<file path="src/rtl/alu_pkg.sv">
// Shared opcodes and FSM state encoding for the sequential ALU.
// The MUL state exists only when ALU_SEQ_MUL_EN is defined.
package alu_pkg;

  localparam logic [2:0] OP_ADD = 3'd0;
  localparam logic [2:0] OP_SUB = 3'd1;
  localparam logic [2:0] OP_AND = 3'd2;
  localparam logic [2:0] OP_OR  = 3'd3;
  localparam logic [2:0] OP_XOR = 3'd4;
  localparam logic [2:0] OP_SHL = 3'd5;
  localparam logic [2:0] OP_SHR = 3'd6;
  localparam logic [2:0] OP_MUL = 3'd7;

  typedef enum logic [1:0] {
    ST_IDLE = 2'd0,
`ifdef ALU_SEQ_MUL_EN
    ST_MUL  = 2'd1,
`endif
    ST_DONE = 2'd2
  } state_t;

endpackage

</file>
<file path="src/rtl/alu_mul_iter.sv">
// Unsigned shift-add multiplier: operands latched on start, one partial
// product per cycle; done/product are presented combinationally on the last step.
module alu_mul_iter #(
  parameter int WIDTH = 8
) (
  input  logic               clk,
  input  logic               rst,
  input  logic               start,
  input  logic [WIDTH-1:0]   a,
  input  logic [WIDTH-1:0]   b,
  output logic               done,
  output logic [2*WIDTH-1:0] product
);

  localparam int CW = $clog2(WIDTH);

  logic [WIDTH-1:0]   mcand;
  logic [2*WIDTH-1:0] prod;
  logic [2*WIDTH-1:0] prod_next;
  logic [WIDTH:0]     sum;
  logic [CW-1:0]      cnt;
  logic               busy;

  // Low half holds the remaining multiplier bits; each step adds into the
  // high half and shifts the whole product right by one.
  always_comb begin
    sum       = {1'b0, prod[2*WIDTH-1:WIDTH]} + {1'b0, (prod[0] ? mcand : {WIDTH{1'b0}})};
    prod_next = {sum, prod[WIDTH-1:1]};
  end

  assign done    = busy && (cnt == CW'(WIDTH - 1));
  assign product = prod_next;

  always_ff @(posedge clk) begin
    if (rst) begin
      mcand <= '0;
      prod  <= '0;
      cnt   <= '0;
      busy  <= 1'b0;
    end else if (start) begin
      mcand <= a;
      prod  <= {{WIDTH{1'b0}}, b};
      cnt   <= '0;
      busy  <= 1'b1;
    end else if (busy) begin
      prod <= prod_next;
      cnt  <= cnt + 1'b1;
      if (done) busy <= 1'b0;
    end
  end

endmodule

</file>
<file path="src/rtl/alu_seq.sv">
// Registered ALU with valid/ready on both sides and status flags.
// Define ALU_SEQ_MUL_EN to build in the iterative multiplier (select 7).
module alu_seq
  import alu_pkg::*;
#(
  parameter int WIDTH = 8
) (
  input  logic             clk,
  input  logic             rst,
  input  logic             in_valid,
  output logic             in_ready,
  input  logic [WIDTH-1:0] a,
  input  logic [WIDTH-1:0] b,
  input  logic [2:0]       select,
  output logic             out_valid,
  input  logic             out_ready,
  output logic [WIDTH-1:0] result,
  output logic [WIDTH-1:0] result_hi,
  output logic             flag_z,
  output logic             flag_c,
  output logic             flag_n,
  output logic             flag_v,
  output state_t           state
);

  localparam int SW  = $clog2(WIDTH);
  localparam int MSB = WIDTH - 1;

  // Handshake: a transfer happens on any rising edge where valid and ready
  // are both high; a producer holds valid and data stable until it does.
  logic accept;
  assign in_ready = !rst && ((state == ST_IDLE) || ((state == ST_DONE) && out_ready));
  assign accept   = in_valid && in_ready;

  logic [WIDTH-1:0] alu_res;
  logic             alu_c;
  logic             alu_v;
  logic [WIDTH:0]   wide;
  logic [SW-1:0]    sh;

  always_comb begin
    alu_res = '0;
    alu_c   = 1'b0;
    alu_v   = 1'b0;
    wide    = '0;
    sh      = b[SW-1:0];
    case (select)
      OP_ADD: begin
        wide    = {1'b0, a} + {1'b0, b};
        alu_res = wide[WIDTH-1:0];
        alu_c   = wide[WIDTH];
        alu_v   = (a[MSB] == b[MSB]) && (alu_res[MSB] != a[MSB]);
      end
      OP_SUB: begin
        // Bit WIDTH of the extended difference is the borrow (a < b).
        wide    = {1'b0, a} - {1'b0, b};
        alu_res = wide[WIDTH-1:0];
        alu_c   = wide[WIDTH];
        alu_v   = (a[MSB] != b[MSB]) && (alu_res[MSB] != a[MSB]);
      end
      OP_AND: alu_res = a & b;
      OP_OR:  alu_res = a | b;
      OP_XOR: alu_res = a ^ b;
      OP_SHL: begin
        wide    = {1'b0, a} << sh;
        alu_res = wide[WIDTH-1:0];
        alu_c   = wide[WIDTH];
      end
      OP_SHR: begin
        wide    = {a, 1'b0} >> sh;
        alu_res = wide[WIDTH:1];
        alu_c   = wide[0];
      end
      default: ;
    endcase
  end

`ifdef ALU_SEQ_MUL_EN
  logic               is_mul;
  logic               mul_done;
  logic [2*WIDTH-1:0] mul_product;

  assign is_mul = (select == OP_MUL);

  alu_mul_iter #(.WIDTH(WIDTH)) u_mul (
    .clk     (clk),
    .rst     (rst),
    .start   (accept && is_mul),
    .a       (a),
    .b       (b),
    .done    (mul_done),
    .product (mul_product)
  );
`endif

  always_ff @(posedge clk) begin
    if (rst) begin
      state     <= ST_IDLE;
      out_valid <= 1'b0;
      result    <= '0;
      result_hi <= '0;
      flag_z    <= 1'b0;
      flag_c    <= 1'b0;
      flag_n    <= 1'b0;
      flag_v    <= 1'b0;
    end else begin
      case (state)
`ifdef ALU_SEQ_MUL_EN
        ST_MUL: begin
          if (mul_done) begin
            result    <= mul_product[WIDTH-1:0];
            result_hi <= mul_product[2*WIDTH-1:WIDTH];
            flag_z    <= (mul_product == '0);
            flag_c    <= |mul_product[2*WIDTH-1:WIDTH];
            flag_v    <= |mul_product[2*WIDTH-1:WIDTH];
            flag_n    <= mul_product[MSB];
            out_valid <= 1'b1;
            state     <= ST_DONE;
          end
        end
`endif
        default: begin
          if (accept) begin
`ifdef ALU_SEQ_MUL_EN
            if (is_mul) begin
              out_valid <= 1'b0;
              state     <= ST_MUL;
            end else
`endif
            begin
              result    <= alu_res;
              result_hi <= '0;
              flag_z    <= (alu_res == '0);
              flag_c    <= alu_c;
              flag_n    <= alu_res[MSB];
              flag_v    <= alu_v;
              out_valid <= 1'b1;
              state     <= ST_DONE;
            end
          end else if ((state == ST_IDLE) || out_ready) begin
            out_valid <= 1'b0;
            state     <= ST_IDLE;
          end
        end
      endcase
    end
  end

endmodule
</file>
<file path="config.mk">
export PLATFORM = sky130hd
export DESIGN_NAME = alu_seq
export DESIGN_NICKNAME = d
export VERILOG_FILES = /design/src/rtl/alu_pkg.sv /design/src/rtl/alu_mul_iter.sv /design/src/rtl/alu_seq.sv
export SDC_FILE = /design/constraint.sdc
export NUM_CORES = 1
export LEC_CHECK = 0
export ABC_AREA = 1
export ABC_CLOCK_PERIOD_IN_PS = 2500
export BUFFER_PORTS_ARGS = -buffer_cell sky130_fd_sc_hd__buf_2
export CAP_MARGIN = 20
export CORE_UTILIZATION = 58
export CTS_BUF_LIST = sky130_fd_sc_hd__clkbuf_4
export CTS_CLUSTER_SIZE = 25
export DETAILED_ROUTE_END_ITERATION = 12
export GPL_TIMING_DRIVEN = 0
export PLACE_DENSITY = 0.87
export SLEW_MARGIN = 20
export SYNTH_ARGS = -nofsm -noshare
export SYNTH_HDL_FRONTEND = slang
export SYNTH_SLANG_ARGS = --single-unit
</file>
<file path="constraint.sdc">
create_clock -name clk -period 2.5 [get_ports clk]
set_clock_uncertainty 0.1 [all_clocks]
set_input_delay 0.125 -clock clk [delete_from_list [all_inputs] [get_ports clk]]
set_output_delay 0.125 -clock clk [all_outputs]
set_load 0.05 [all_outputs]
</file>
### After elaboration in Yosys (flattened, before gate mapping)

Index checks and enable logic that the tools add are counted.

* bits in registers: 14
* input bits: 23
* output and inout bits: 24
* logic and storage cells: 43

* add/subtract/negate cells: 2
* equal/unequal tests: 10
* shifts and indexed selects: 2
* multiplexer cells: 7
* bitwise operators: 3
* reductions and logical operators: 12

Operators by type and width (count)
* one-hot mux 8 bit (7 select lines): 1
* adder 8 x 8 -> 9 bit: 1
* == test 3 bit (second input constant): 3
* << shifter 8 x 3 -> 9 bit: 1
* right shift 9 x 3 -> 9 bit: 1
* subtractor 8 x 8 -> 9 bit: 1
* bitwise AND 8 bit: 1
* logical NOT 8 bit: 1
* OR 8 bit: 1
* XOR 8 bit: 1
* == test 3 x 2 -> 1 bit (second input constant): 2
* logical AND 1 bit: 5
* 2-to-1 mux 2 bit: 2
* one-hot mux 1 bit (4 select lines): 1
* == test 3 x 1 -> 1 bit (second input constant): 1
* logical NOT 3 bit: 1
* != test 1 bit: 3
* logical NOT 2 bit: 1
* logical OR 1 bit: 2
* 2-to-1 mux 1 bit: 2
* one-hot mux 1 bit (2 select lines): 1
* nonzero test 2 bit: 1
* == test 1 bit: 1
* logical NOT 1 bit: 1

### Logic depth before layout (Yosys ltp)

* word-level depth: 5
* mapped depth: 16
* depth with buffers taken out: 15

### Least setup slack after synthesis

No wires, ideal clock.

* kind: reg-to-reg
* from: register, netlist name out_valid
* to: register flag_z
* setup time: 0.070 ns
* data arrival time: 2.242 ns
* data required time: 2.330 ns
* setup slack: 0.088 ns
* cell stages (with the launch flop): 8
* buffers on the path: 0
* period minus slack after synthesis: 2.412 ns
* cells stage by stage: dfxtp_1 a21oi_1 nand2_1 inv_1 nand3_1 nor2_1 nand3_1 a21oi_1

RTL lines
* end signal, assigned: RTL line alu_seq.sv:133 `flag_z <= (alu_res == '0);`
* end, declared: RTL line alu_seq.sv:19 `output logic flag_z,`

### Final worst setup path

* from: input b[1]
* to: register flag_z

* cells in the longest elaborated chain, start to end: 3
* elaborated cells on any way between the ends: 9
* classes of those cells: 2 x add/sub; 2 x shift; 1 x mux; 3 x bitwise; 1 x reduce/logical

Ends and longest elaborated chain
* start, declared: RTL line alu_seq.sv:13 `input logic [WIDTH-1:0] b,`
* subtractor 8 x 8 -> 9 bit, or another cell as far along: RTL line alu_seq.sv:56 `wide = {1'b0, a} - {1'b0, b};`
* one-hot mux 8 bit (7 select lines) (*): RTL line alu_seq.sv:47 `case (select)`
* logical NOT 8 bit (*): RTL line alu_seq.sv:133

Every way passes the cells marked *; elsewhere a longest branch is shown, timed or not.
A chain may end at the register's enable or synchronous reset.

==> run metrics <==
status=completed; Synth Area in Adders=0.149; Antenna diodes=0; Total Wirelength=7.12 mm; initial core utilization=0.627; DR pass1 iterations=5; clk slew on worst S/H paths=0.08 ns; worst path required time=2.62 ns; register area share after synthesis=0.102; die area=4340 sq um; starting DRC count in detailed routing=267; #FFs+latches synth=12; Max Cap Viol=0; DRC=0; CTS tree=yes; nets@finish=532; yosys warns=0; clock power share=0.150; Hold Vio Cnt, Final=0; main combinational cell family by area after synthesis=simple AND/OR/NAND/NOR gates; row cnt=22; post-route setup slack=0.370 ns; CTS resizes=0; Layout Cells excl Fill=529; worst skew pair latency=0.28 ns; WHS Path Cells=4; Pins Over Slew Limit=0; antenna violations before repair=0; Seq pwr share=0.245; post-route cell area=2680 sq um; FILL cells=383; input/output buffers=36; DP Worst Slack=0.152 ns; chip width=65.9 um; most common cell after layout, fill and taps aside=nand2_1; Max FO, Critical Path=11; Most common cell on crit path=nand2_1; Final ANT Viol Nets=0; pin count of the biggest net entering global routing=12; CTS HTree Levels=1; proportion of layout cells with a drive suffix above 1=0.150; first-pass GRT wire length=11.5 mm; Fin Setup TNS=0 ns; Post-Syn Area per Cell=5.49 sq um; Switch Pwr=450 uW; Routed WL per cell=13.5 um; Worst Tran Pin Value=0.578 ns; multiplexer share of the synthesized area=0; Synth Instances=431; clk buf depth=2; fin crit period=2.13 ns; final setup violation count=0; CTS Sinks=12; synth unique cells=30; worst IR drop on VDD=0.258 mV; Critical Path Sink Type=register; Total Routing Usage GR=0.343; Sw Ratio=0.516; RSZ-0062 raised after global routing=no; leakage=1.57 nW; CP Buf/Inv Count=5; min-delay worst type=input port to register; relative slew slack=0.613; Synth Area in Compound Gates=0.0725; critical path depth=17; fmax=0.469 GHz; post-DP HPWL=5.83 mm; Combinational Power Share=0.605; GP Congestion=0.947; Core Region=3770 sq um; Synth Area in XOR/XNOR=0.00370; leading cell types in the layout, fill and taps excluded=128 x nand2_1, 89 x nand3_1, 58 x inv_1, 41 x buf_2, 36 x nor2_1; Worst setup SP type=input port; GRT overflow=0; via count of the routed design=2908; fin util=0.711; Pint=422 uW; Worst R2R Path Depth=7; Placed Cells=523; root buf cell=clkbuf_4; # IOs=47; P per Cell Area=326 nW/um^2; Synth Area in Simple Gates=0.499; Worst Path Arrival=2.25 ns; Vias/cell=5.50; vias in the first global route=2586; part of the cycle the worst path needs=0.852; crit-path leading delay family=simple AND/OR/NAND/NOR gates; slowest stage delay, CP=0.33 ns; Synth-to-Final Area Change=13.4%; Num CTS Buffers=3; worst path cell trace=buf_2 > buf_2 > inv_2 > buf_6 > ha_1 > inv_1 > nand2_1 > nand2_1 > nand2_1 > nand2_1 > nand3_1 > nand3_1 > nor2_1 > nand2_1 > nor2_1 > nand3_1 > a21oi_1; Post-Syn Area=2360 sq um; Post-Place Cell Area=2640 sq um; kind of critical path=input port to register; Die Span Y=65.9 um; crit path max-delay cell type=ha_1
-- worst paths after layout --
path	from	to	slack, ns
setup / recovery	b[1]	flag_z	0.37
setup reg to reg	out_valid	flag_z	0.98
hold / removal	out_ready	out_valid	0.06
hold reg to reg	result[6]	result[6]	0.38
-- final cells by class --
cell class | instances | area (sq um) | share of cell area
Sequential cell | 12 | 240 | 0.0896
Tap cell | 48 | 60.1 | 0.0224
Clock buffer | 3 | 22.5 | 0.00840
Clock inverter | 1 | 3.75 | 0.00140
Inverter | 66 | 250 | 0.0933
Multi-Input combinational cell | 339 | 1750 | 0.652
Buffer | 22 | 156 | 0.0583
Timing Repair Buffer | 38 | 200 | 0.0747
-- logic make-up (layout without fill, tap and decap cells) --
family,Yosys count,count (layout)
and+or+nand+nor,270,270
buffers and inverters,88,130
AOI/OAI and AO/OA,32,32
adders and majority gates,27,27
DFF,12,12
other,1,9
xor gates and xnor gates,1,1
-- flip-flops by register name, summed over array words and instances, names as in the netlist --
name	cells
result	8
flag_c	1
flag_v	1
flag_z	1
out_valid	1
-- worst min-delay path, stage by stage --
cell     delay, ns
buf_2         0.08
inv_1         0.04
a21oi_1       0.11
nor2_1        0.05
-- power groups by stage --
stage / registers (mW) / logic, mW / clock network (mW)
after floorplan: 0.269 / 0.335 / 0
after global placement: 0.217 / 0.504 / 0
after detailed placement: 0.218 / 0.514 / 0
after CTS: 0.213 / 0.517 / 0.128
after global routing: 0.215 / 0.583 / 0.138
final: 0.214 / 0.528 / 0.131
-- routing by layer --
layer,part of all wire,global-route usage,vias up,wire [um]
li1,-,-,1466,-
met4,0.018,0.0788,0,128
met5,0,0,-,0
met1,0.43,0.447,1282,3080
met2,0.47,0.589,145,3330
met3,0.081,0.0466,15,575
-- per-stage QoR --
step	hold slack, ns	total power, mW
final	0.0574	0.873
after global routing	0.105	0.936
after CTS	0.00360	0.858
after detailed placement	0.255	0.732
after global placement	0.249	0.721
after floorplan	0.0941	0.604
-- synthesized netlist by cell type (all sizes together) --
cell type / count / area share
o2111ai: 1 / 0.0037
nor3b: 1 / 0.0032
conb: 1 / 0.0016
fa: 2 / 0.017
clkinv: 1 / 0.0016
nand3: 90 / 0.19
xor2: 1 / 0.0037
nand4: 11 / 0.029
or2: 1 / 0.0026
buf: 21 / 0.065
a21oi: 13 / 0.028
dfxtp: 12 / 0.10
o22ai: 1 / 0.0026
o21ai: 14 / 0.030
a31oi: 1 / 0.0026
nand2: 129 / 0.21
nor2: 37 / 0.062
ha: 25 / 0.13
inv: 65 / 0.10
nor3: 1 / 0.0042
o21a: 2 / 0.0063
clkbuf: 1 / 0.0016
-- what timing repair did --
item	4_1_cts	5_1_grt
hold buffers	1	1
hold endpoints to repair	3	1
endpoints found under the setup margin	0	0
buffers inserted	0	0
Note: power is estimated with default switching activity, not from simulation.
